## config.mk

```make
export PLATFORM = sky130hd
export DESIGN_NAME = t07_mem_access_unit_flat
export DESIGN_NICKNAME = d
export VERILOG_FILES = /design/src/rtl/t07_mem_access_unit_pkg.sv /design/src/rtl/t07_mem_access_unit_if.sv /design/src/rtl/t07_load_extend.sv /design/src/rtl/t07_mem_access_unit.sv /design/src/flat_wrapper.sv
export SDC_FILE = /design/constraint.sdc
export NUM_CORES = 1
export LEC_CHECK = 0
export ABC_CLOCK_PERIOD_IN_PS = 2160
export CAP_MARGIN = 15
export CORE_MARGIN = 2
export CORE_UTILIZATION = 30
export CTS_CLUSTER_DIAMETER = 60
export DETAILED_ROUTE_END_ITERATION = 8
export GPL_TIMING_DRIVEN = 0
export SLEW_MARGIN = 20
export SYNTH_ARGS = -nofsm -noshare
export SYNTH_HDL_FRONTEND = slang
export SYNTH_HIERARCHICAL = 1
export SYNTH_SLANG_ARGS = --single-unit
```

## constraint.sdc

```tcl
create_clock -name clk -period 2.16 [get_ports clk]
set_input_delay 0.324 -clock clk [delete_from_list [all_inputs] [get_ports clk]]
set_output_delay 0.324 -clock clk [all_outputs]
set_load 0.02 [all_outputs]
```

## src/rtl/t07_mem_access_unit_pkg.sv

```systemverilog
// Shared types and constants for the t07 load/store unit.
// Optional build macro: T07_MEM_TIMEOUT_EN (bus timeout counter and busErr).
package t07_mem_pkg;

    localparam int unsigned DATA_W          = 32;
    localparam int unsigned BYTE_W          = 8;
    localparam int unsigned LANES           = DATA_W / BYTE_W;
    localparam int unsigned TIMEOUT_DEFAULT = 64;
    localparam logic [31:0] TIMEOUT_WORD    = 32'hDEAD_BEEF;

    typedef enum logic [3:0] {
        MEM_NONE = 4'd0,
        MEM_LB   = 4'd1,
        MEM_LH   = 4'd2,
        MEM_LW   = 4'd3,
        MEM_LBU  = 4'd4,
        MEM_LHU  = 4'd5,
        MEM_SB   = 4'd6,
        MEM_SH   = 4'd7,
        MEM_SW   = 4'd8
    } mem_op_e;

    typedef enum logic [1:0] {
        ST_IDLE,
        ST_REQ,
        ST_WAIT,
        ST_DONE
    } mem_state_e;

    typedef enum logic [1:0] {
        SZ_BYTE,
        SZ_HALF,
        SZ_WORD
    } mem_size_e;

    function automatic logic is_load(input logic [3:0] op);
        return (op == MEM_LB) || (op == MEM_LH) || (op == MEM_LW) ||
               (op == MEM_LBU) || (op == MEM_LHU);
    endfunction

    function automatic logic is_store(input logic [3:0] op);
        return (op == MEM_SB) || (op == MEM_SH) || (op == MEM_SW);
    endfunction

    function automatic mem_size_e op_size(input logic [3:0] op);
        case (op)
            MEM_LB, MEM_LBU, MEM_SB: return SZ_BYTE;
            MEM_LH, MEM_LHU, MEM_SH: return SZ_HALF;
            default:                 return SZ_WORD;
        endcase
    endfunction

    function automatic logic is_misaligned(input logic [3:0] op, input logic [1:0] a);
        case (op_size(op))
            SZ_BYTE: return 1'b0;
            SZ_HALF: return a[0];
            default: return a != 2'b00;
        endcase
    endfunction

    function automatic logic [LANES-1:0] byte_en(input logic [3:0] op, input logic [1:0] a);
        case (op_size(op))
            SZ_BYTE: return 4'b0001 << a;
            SZ_HALF: return 4'b0011 << a;
            default: return 4'b1111;
        endcase
    endfunction

endpackage

```

## src/rtl/t07_mem_access_unit_if.sv

```systemverilog
// External data-bus interface for the t07 load/store unit.
// busErr exists only when T07_MEM_TIMEOUT_EN is defined.
interface t07_mem_bus_if #(
    parameter int ADDR_W = 32
) ();

    logic [ADDR_W-1:0] busAddr;
    logic [31:0]       busWData;
    logic [3:0]        busByteEn;
    logic              busRead;
    logic              busWrite;
    logic              busAck;
    logic [31:0]       busRData;
`ifdef T07_MEM_TIMEOUT_EN
    logic              busErr;
`endif

    modport master (
        output busAddr, busWData, busByteEn, busRead, busWrite,
`ifdef T07_MEM_TIMEOUT_EN
        output busErr,
`endif
        input  busAck, busRData
    );

    modport slave (
        input  busAddr, busWData, busByteEn, busRead, busWrite,
`ifdef T07_MEM_TIMEOUT_EN
        input  busErr,
`endif
        output busAck, busRData
    );

endinterface

```

## src/rtl/t07_load_extend.sv

```systemverilog
// Lane select and sign/zero extension of a returned bus word.
module t07_load_extend
    import t07_mem_pkg::*;
(
    input  logic [31:0] word_i,
    input  logic [1:0]  lane_i,
    input  logic [3:0]  op_i,
    output logic [31:0] data_o
);

    logic [7:0]  byte_sel;
    logic [15:0] half_sel;

    // Pick the addressed byte/halfword, then extend according to the op
    always_comb begin
        byte_sel = word_i[{lane_i, 3'b000} +: 8];
        half_sel = word_i[{lane_i[1], 4'b0000} +: 16];
        case (op_i)
            MEM_LB:  data_o = {{24{byte_sel[7]}}, byte_sel};
            MEM_LBU: data_o = {24'd0, byte_sel};
            MEM_LH:  data_o = {{16{half_sel[15]}}, half_sel};
            MEM_LHU: data_o = {16'd0, half_sel};
            default: data_o = word_i;
        endcase
    end

endmodule

```

## src/rtl/t07_mem_access_unit.sv

```systemverilog
// Sequential load/store engine: one bus transaction per instruction,
// freezes the pipeline while busy, returns the extended load word.
// Optional build macro: T07_MEM_TIMEOUT_EN (WAIT timeout, busErr pulse).
module t07_mem_access_unit
    import t07_mem_pkg::*;
#(
    parameter int ADDR_W = 32
`ifdef T07_MEM_TIMEOUT_EN
    , parameter int unsigned TIMEOUT_CYCLES = TIMEOUT_DEFAULT
`endif
) (
    input  logic              clk,
    input  logic              rst,
    input  logic              memRead,
    input  logic              memWrite,
    input  logic [3:0]        memOp,
    input  logic [ADDR_W-1:0] addr,
    input  logic [31:0]       storeData,
    output logic              freeze,
    output logic [31:0]       loadData,
    output logic              misaligned,
    output logic              invalidOp,
    t07_mem_bus_if.master     bus
);

    mem_state_e        state_q, state_d;
    logic [ADDR_W-1:0] addr_q, addr_d;
    logic [3:0]        be_q, be_d;
    logic [3:0]        op_q, op_d;
    logic [31:0]       wdata_q, wdata_d;
    logic [31:0]       rdata_q, rdata_d;
    logic [31:0]       load_q, load_d;
    logic [31:0]       ext_word;
    logic              req;
    logic              legal;
`ifdef T07_MEM_TIMEOUT_EN
    logic [31:0]       cnt_q, cnt_d;
    logic              err_q, err_d;
`endif

    t07_load_extend u_ext (
        .word_i (rdata_q),
        .lane_i (addr_q[1:0]),
        .op_i   (op_q),
        .data_o (ext_word)
    );

    assign bus.busAddr   = {addr_q[ADDR_W-1:2], 2'b00};
    assign bus.busByteEn = be_q;
    assign bus.busWData  = wdata_q;
    assign loadData      = load_q;

    // Next-state and output decode; comb outputs forced low while in reset
    always_comb begin
        state_d      = state_q;
        addr_d       = addr_q;
        be_d         = be_q;
        op_d         = op_q;
        wdata_d      = wdata_q;
        rdata_d      = rdata_q;
        load_d       = load_q;
        freeze       = 1'b0;
        misaligned   = 1'b0;
        invalidOp    = 1'b0;
        bus.busRead  = 1'b0;
        bus.busWrite = 1'b0;
`ifdef T07_MEM_TIMEOUT_EN
        cnt_d        = cnt_q;
        err_d        = err_q;
        bus.busErr   = 1'b0;
`endif
        req   = memRead | memWrite;
        legal = (is_load(memOp) && memRead && !memWrite) ||
                (is_store(memOp) && memWrite && !memRead);

        case (state_q)
            ST_IDLE: begin
                if (req) begin
                    if (!legal) begin
                        invalidOp = 1'b1;
                    end else if (is_misaligned(memOp, addr[1:0])) begin
                        misaligned = 1'b1;
                    end else begin
                        addr_d  = addr;
                        be_d    = byte_en(memOp, addr[1:0]);
                        wdata_d = storeData << {addr[1:0], 3'b000};
                        op_d    = memOp;
                        freeze  = 1'b1;
                        state_d = ST_REQ;
`ifdef T07_MEM_TIMEOUT_EN
                        err_d   = 1'b0;
`endif
                    end
                end
            end
            ST_REQ: begin
                freeze       = 1'b1;
                bus.busRead  = is_load(op_q);
                bus.busWrite = is_store(op_q);
                if (bus.busAck) begin
                    rdata_d = bus.busRData;
                    state_d = ST_DONE;
                end else begin
                    state_d = ST_WAIT;
`ifdef T07_MEM_TIMEOUT_EN
                    cnt_d   = '0;
`endif
                end
            end
            ST_WAIT: begin
                freeze = 1'b1;
                if (bus.busAck) begin
                    rdata_d = bus.busRData;
                    state_d = ST_DONE;
                end
`ifdef T07_MEM_TIMEOUT_EN
                else if (cnt_q == 32'(TIMEOUT_CYCLES - 1)) begin
                    err_d   = 1'b1;
                    state_d = ST_DONE;
                end else begin
                    cnt_d = cnt_q + 32'd1;
                end
`endif
            end
            ST_DONE: begin
                if (is_load(op_q)) begin
`ifdef T07_MEM_TIMEOUT_EN
                    load_d = err_q ? TIMEOUT_WORD : ext_word;
`else
                    load_d = ext_word;
`endif
                end
`ifdef T07_MEM_TIMEOUT_EN
                bus.busErr = err_q;
`endif
                state_d = ST_IDLE;
            end
            default: state_d = ST_IDLE;
        endcase

        if (rst) begin
            freeze       = 1'b0;
            misaligned   = 1'b0;
            invalidOp    = 1'b0;
            bus.busRead  = 1'b0;
            bus.busWrite = 1'b0;
`ifdef T07_MEM_TIMEOUT_EN
            bus.busErr   = 1'b0;
`endif
        end
    end

    // State and latched transaction registers
    always_ff @(posedge clk) begin
        if (rst) begin
            state_q <= ST_IDLE;
            addr_q  <= '0;
            be_q    <= '0;
            op_q    <= '0;
            wdata_q <= '0;
            rdata_q <= '0;
            load_q  <= '0;
`ifdef T07_MEM_TIMEOUT_EN
            cnt_q   <= '0;
            err_q   <= 1'b0;
`endif
        end else begin
            state_q <= state_d;
            addr_q  <= addr_d;
            be_q    <= be_d;
            op_q    <= op_d;
            wdata_q <= wdata_d;
            rdata_q <= rdata_d;
            load_q  <= load_d;
`ifdef T07_MEM_TIMEOUT_EN
            cnt_q   <= cnt_d;
            err_q   <= err_d;
`endif
        end
    end

endmodule

```

## src/flat_wrapper.sv

```systemverilog
// flat-port wrapper written by rule: the top's interface ports become plain ports
module t07_mem_access_unit_flat import t07_mem_pkg::*;
#(
    parameter int ADDR_W = 32

)
  (clk, rst, memRead, memWrite, memOp, addr, storeData, freeze, loadData, misaligned, invalidOp, bus_busAddr, bus_busWData, bus_busByteEn, bus_busRead, bus_busWrite, bus_busAck, bus_busRData);
  t07_mem_bus_if #(.ADDR_W(ADDR_W)) bus_i ();
  input  logic clk;
  input  logic rst;
  input  logic memRead;
  input  logic memWrite;
  input  logic [3:0] memOp;
  input  logic [ADDR_W-1:0] addr;
  input  logic [31:0] storeData;
  output logic freeze;
  output logic [31:0] loadData;
  output logic misaligned;
  output logic invalidOp;
  output wire logic [$bits(bus_i.busAddr)-1:0] bus_busAddr;
  output wire logic [$bits(bus_i.busWData)-1:0] bus_busWData;
  output wire logic [$bits(bus_i.busByteEn)-1:0] bus_busByteEn;
  output wire logic [$bits(bus_i.busRead)-1:0] bus_busRead;
  output wire logic [$bits(bus_i.busWrite)-1:0] bus_busWrite;
  input wire logic [$bits(bus_i.busAck)-1:0] bus_busAck;
  input wire logic [$bits(bus_i.busRData)-1:0] bus_busRData;
  assign bus_busAddr = bus_i.busAddr;
  assign bus_busWData = bus_i.busWData;
  assign bus_busByteEn = bus_i.busByteEn;
  assign bus_busRead = bus_i.busRead;
  assign bus_busWrite = bus_i.busWrite;
  assign bus_i.busAck = bus_busAck;
  assign bus_i.busRData = bus_busRData;
  t07_mem_access_unit #(.ADDR_W(ADDR_W)) u_core (.clk(clk), .rst(rst), .memRead(memRead), .memWrite(memWrite), .memOp(memOp), .addr(addr), .storeData(storeData), .freeze(freeze), .loadData(loadData), .misaligned(misaligned), .invalidOp(invalidOp), .bus(bus_i));
endmodule
```

==> metrics.txt <==
peak supply drop=0.000377 V; die area=23,700 sq um; Synth Register Bits=138; CTS Root Cell=clkbuf_16; Seq. cell area=2770 sq um; initial antenna violation count=1; pre-CTS WS=-1.45 ns; footprint of the multi-input gates=3480 sq um; GP Congestion=0.852; Site Rows=54; first-pass detailed-route iteration total=5; Layout area overhead=47.3%; die width=154 microns; Achievable Freq=0.477 GHz; final setup TNS=0 ns; worst min path class=in -> reg; final setup violation count=0; Worst Setup Slack, final=0.0631 ns; starting density of the core=30.7%; warnings from Yosys=6; H-tree levels=4; IO Port Bufs=203; fin cells=1,382; drt drc=0; Leakage=0.00362 uW; Core Util, Final=45.3%; PD cells=668 nW/um^2; count of final max-slew check failures=0; Vias/cell=5.04; Post-Syn Area=6740 sq um; total CTS buffers=17; Least-Margin Pin Slew=0.793 ns; Iteration-0 DRC Markers=575; CORE AREA=22,000 sq um; Synth async-reset ratio=0%; clock skew=0.0115 ns; vias in the first global route=6,610; Slew HR=47.1%; DP HPWL=17,700 microns; clk slew on worst S/H paths=0.06 ns; Vias=6,967; largest net degree at the start of global routing=17; most common cell after layout, fill and taps aside=clkdlybuf4s50_1; CP Data Arrival Time=1.77 ns; share of layout cells above drive strength 1=13.7%; Die Span Y=154 microns; Yosys top cell area share=41.0%; worst-path maximum fanout=5; main area contributors after synthesis=dfxtp_1 (41%), a21oi_1 (11%), nand2_1 (8.7%), o21ai_0 (4.2%), mux2i_1 (3.7%); max-cap violations=0; min Tclk post-route=2.10 ns; startpoint type of the worst setup path=flip-flop; first-pass GRT wire length=37,300 microns; final WL=24,000 microns; total clock sinks=138; Routed WL per cell=17.4 microns; status=complete, no violations; Layout Nets=1,197; worst-skew pair later-pin latency=0.42 ns; post-synth top area cell=dfxtp_1; Syn Inst Count=853; ys flop type=dfxtp_1; antenna-violating nets left=0; Syn Area/Cell=7.91 sq um; CTS max path bufs=2; post-synth cell types=53; All-Layer GR Usage=20.1%; Req. time, crit path=1.84 ns; RSZ-0062 raised after global routing=yes; most frequent cells in the layout=clkdlybuf4s50_1 (193), nand2_1 (156), a21oi_1 (150), dfxtp_1 (133), o21ai_0 (56); CTS Hold Buffers Added=0; final worst-path cycle share=97.1%; Post-synth EDFFs=0; CTS tree=done; FILL cells=2,174; gr ovfl total=0; sequential-to-total area share from yosys stat=41.0%; IO Count=210; Crit. End Element=output port; WS Path Type=reg -> out; Fin. Hold Viols=0; placed cells=1,337
[Yosys cell counts (2+ instances only)]
| master | instances |
|---|---|
| a211oi_1 | 14 |
| a21o_1 | 17 |
| a21oi_1 | 152 |
| a221o_1 | 6 |
| a22oi_1 | 7 |
| and2_1 | 4 |
| buf_1 | 7 |
| buf_2 | 10 |
| buf_4 | 33 |
| buf_6 | 4 |
| clkbuf_1 | 58 |
| dfxtp_1 | 138 |
| ha_1 | 4 |
| inv_1 | 6 |
| mux2_2 | 16 |
| mux2i_1 | 25 |
| nand2_1 | 156 |
| nand2b_1 | 4 |
| nand3_1 | 45 |
| nor2_1 | 24 |
| nor2b_1 | 3 |
| nor3_1 | 5 |
| nor3b_1 | 2 |
| nor4_1 | 3 |
| nor4b_2 | 2 |
| o2111ai_1 | 8 |
| o211ai_1 | 2 |
| o21ai_0 | 56 |
| o21ai_1 | 10 |
| or2_2 | 2 |
| or4_1 | 8 |
[flip-flops by register name, summed over array words and instances, names as in the netlist]
signal / flops
u_core/op_q: 4
u_core/bus.busByteEn: 4
u_core/state_q: 2
u_core/addr_q: 32
u_core/bus.busWData: 32
u_core/loadData: 32
u_core/rdata_q: 32
[metal layers]
layer	global-route usage [%]	up-vias	part of all wire (%)
met1	28.7	3252	48
met3	3.83	26	6.0
li1	-	3436	-
met5	0	-	0
met2	30.8	253	45
met4	5.83	0	1.3
[final cells by class]
cell class                 instances  area share [%]
sequential                       138            27.9
clock buffer                      21            4.73
timing repair buffer             216            21.1
clock inverter                    11            1.11
antenna                            1          0.0252
multi-input combinational        598            35.1
buffer                           111            6.22
tap                              280            3.53
inverter                           6           0.277
[what timing repair did]
item,4_1_cts,5_1_grt
buffers inserted,11,2
setup endpoints to repair,77,19
cloned,0,0
pin swaps,7,4
gates resized for setup,63,24
[through the flow]
stage               hold slack [ns]  total power [uW]  instance area, sq um
finish                        0.267              6640                  9940
global route                  0.256              6890                  9940
global placement              0.444              3740                  9140
floorplan                     0.446              3250                  6750
CTS                           0.233              6670                  9920
detailed placement            0.449              3740                  9140
[cells by family (layout without fill, tap and decap cells)]
family          Yosys count  count (layout)  share of synthesized area (%)
compound gates          283             283                           24.2
simple gates            265             265                           17.9
flops                   138             138                           41.0
buf+inv                 118             365                           9.04
mux                      43              43                           6.92
fa+ha+maj                 4               4                          0.742
other cells               1               3                         0.0556
xor+xnor                  1               1                          0.130
[where the power goes]
part	switching, uW	internal, uW
clock	1180	1690
sequential	55.6	2620
combinational	601	488
[critical path, stage by stage (launching register included)]
cell	delay (ns)
dfxtp_4	0.37
inv_2	0.05
ha_4	0.16
inv_4	0.08
a21oi_2	0.04
buf_4	0.15
buf_8	0.11
a21oi_2	0.13
nor3_2	0.06
buf_4	0.18
[path summary, 6_finish.rpt]
| path | start | end | slack, ns | depth (start not counted) |
|---|---|---|---|---|
| worst max-delay path | u_core/state_q[1]$_SDFFE_PP0P_ | freeze | 0.06 | 9 |
| worst min register to register | u_core/loadData[2]$_SDFFE_PP0P_ | u_core/loadData[2]$_SDFFE_PP0P_ | 0.46 | 2 |
| worst min-delay path | memOp[0] | u_core/op_q[0]$_SDFFE_PP0P_ | 0.27 | 3 |
| worst max register to register | u_core/addr_q[1]$_SDFFE_PP0P_ | u_core/loadData[18]$_SDFFE_PP0P_ | 0.13 | 8 |
Note: power is estimated with default switching activity, not from simulation.
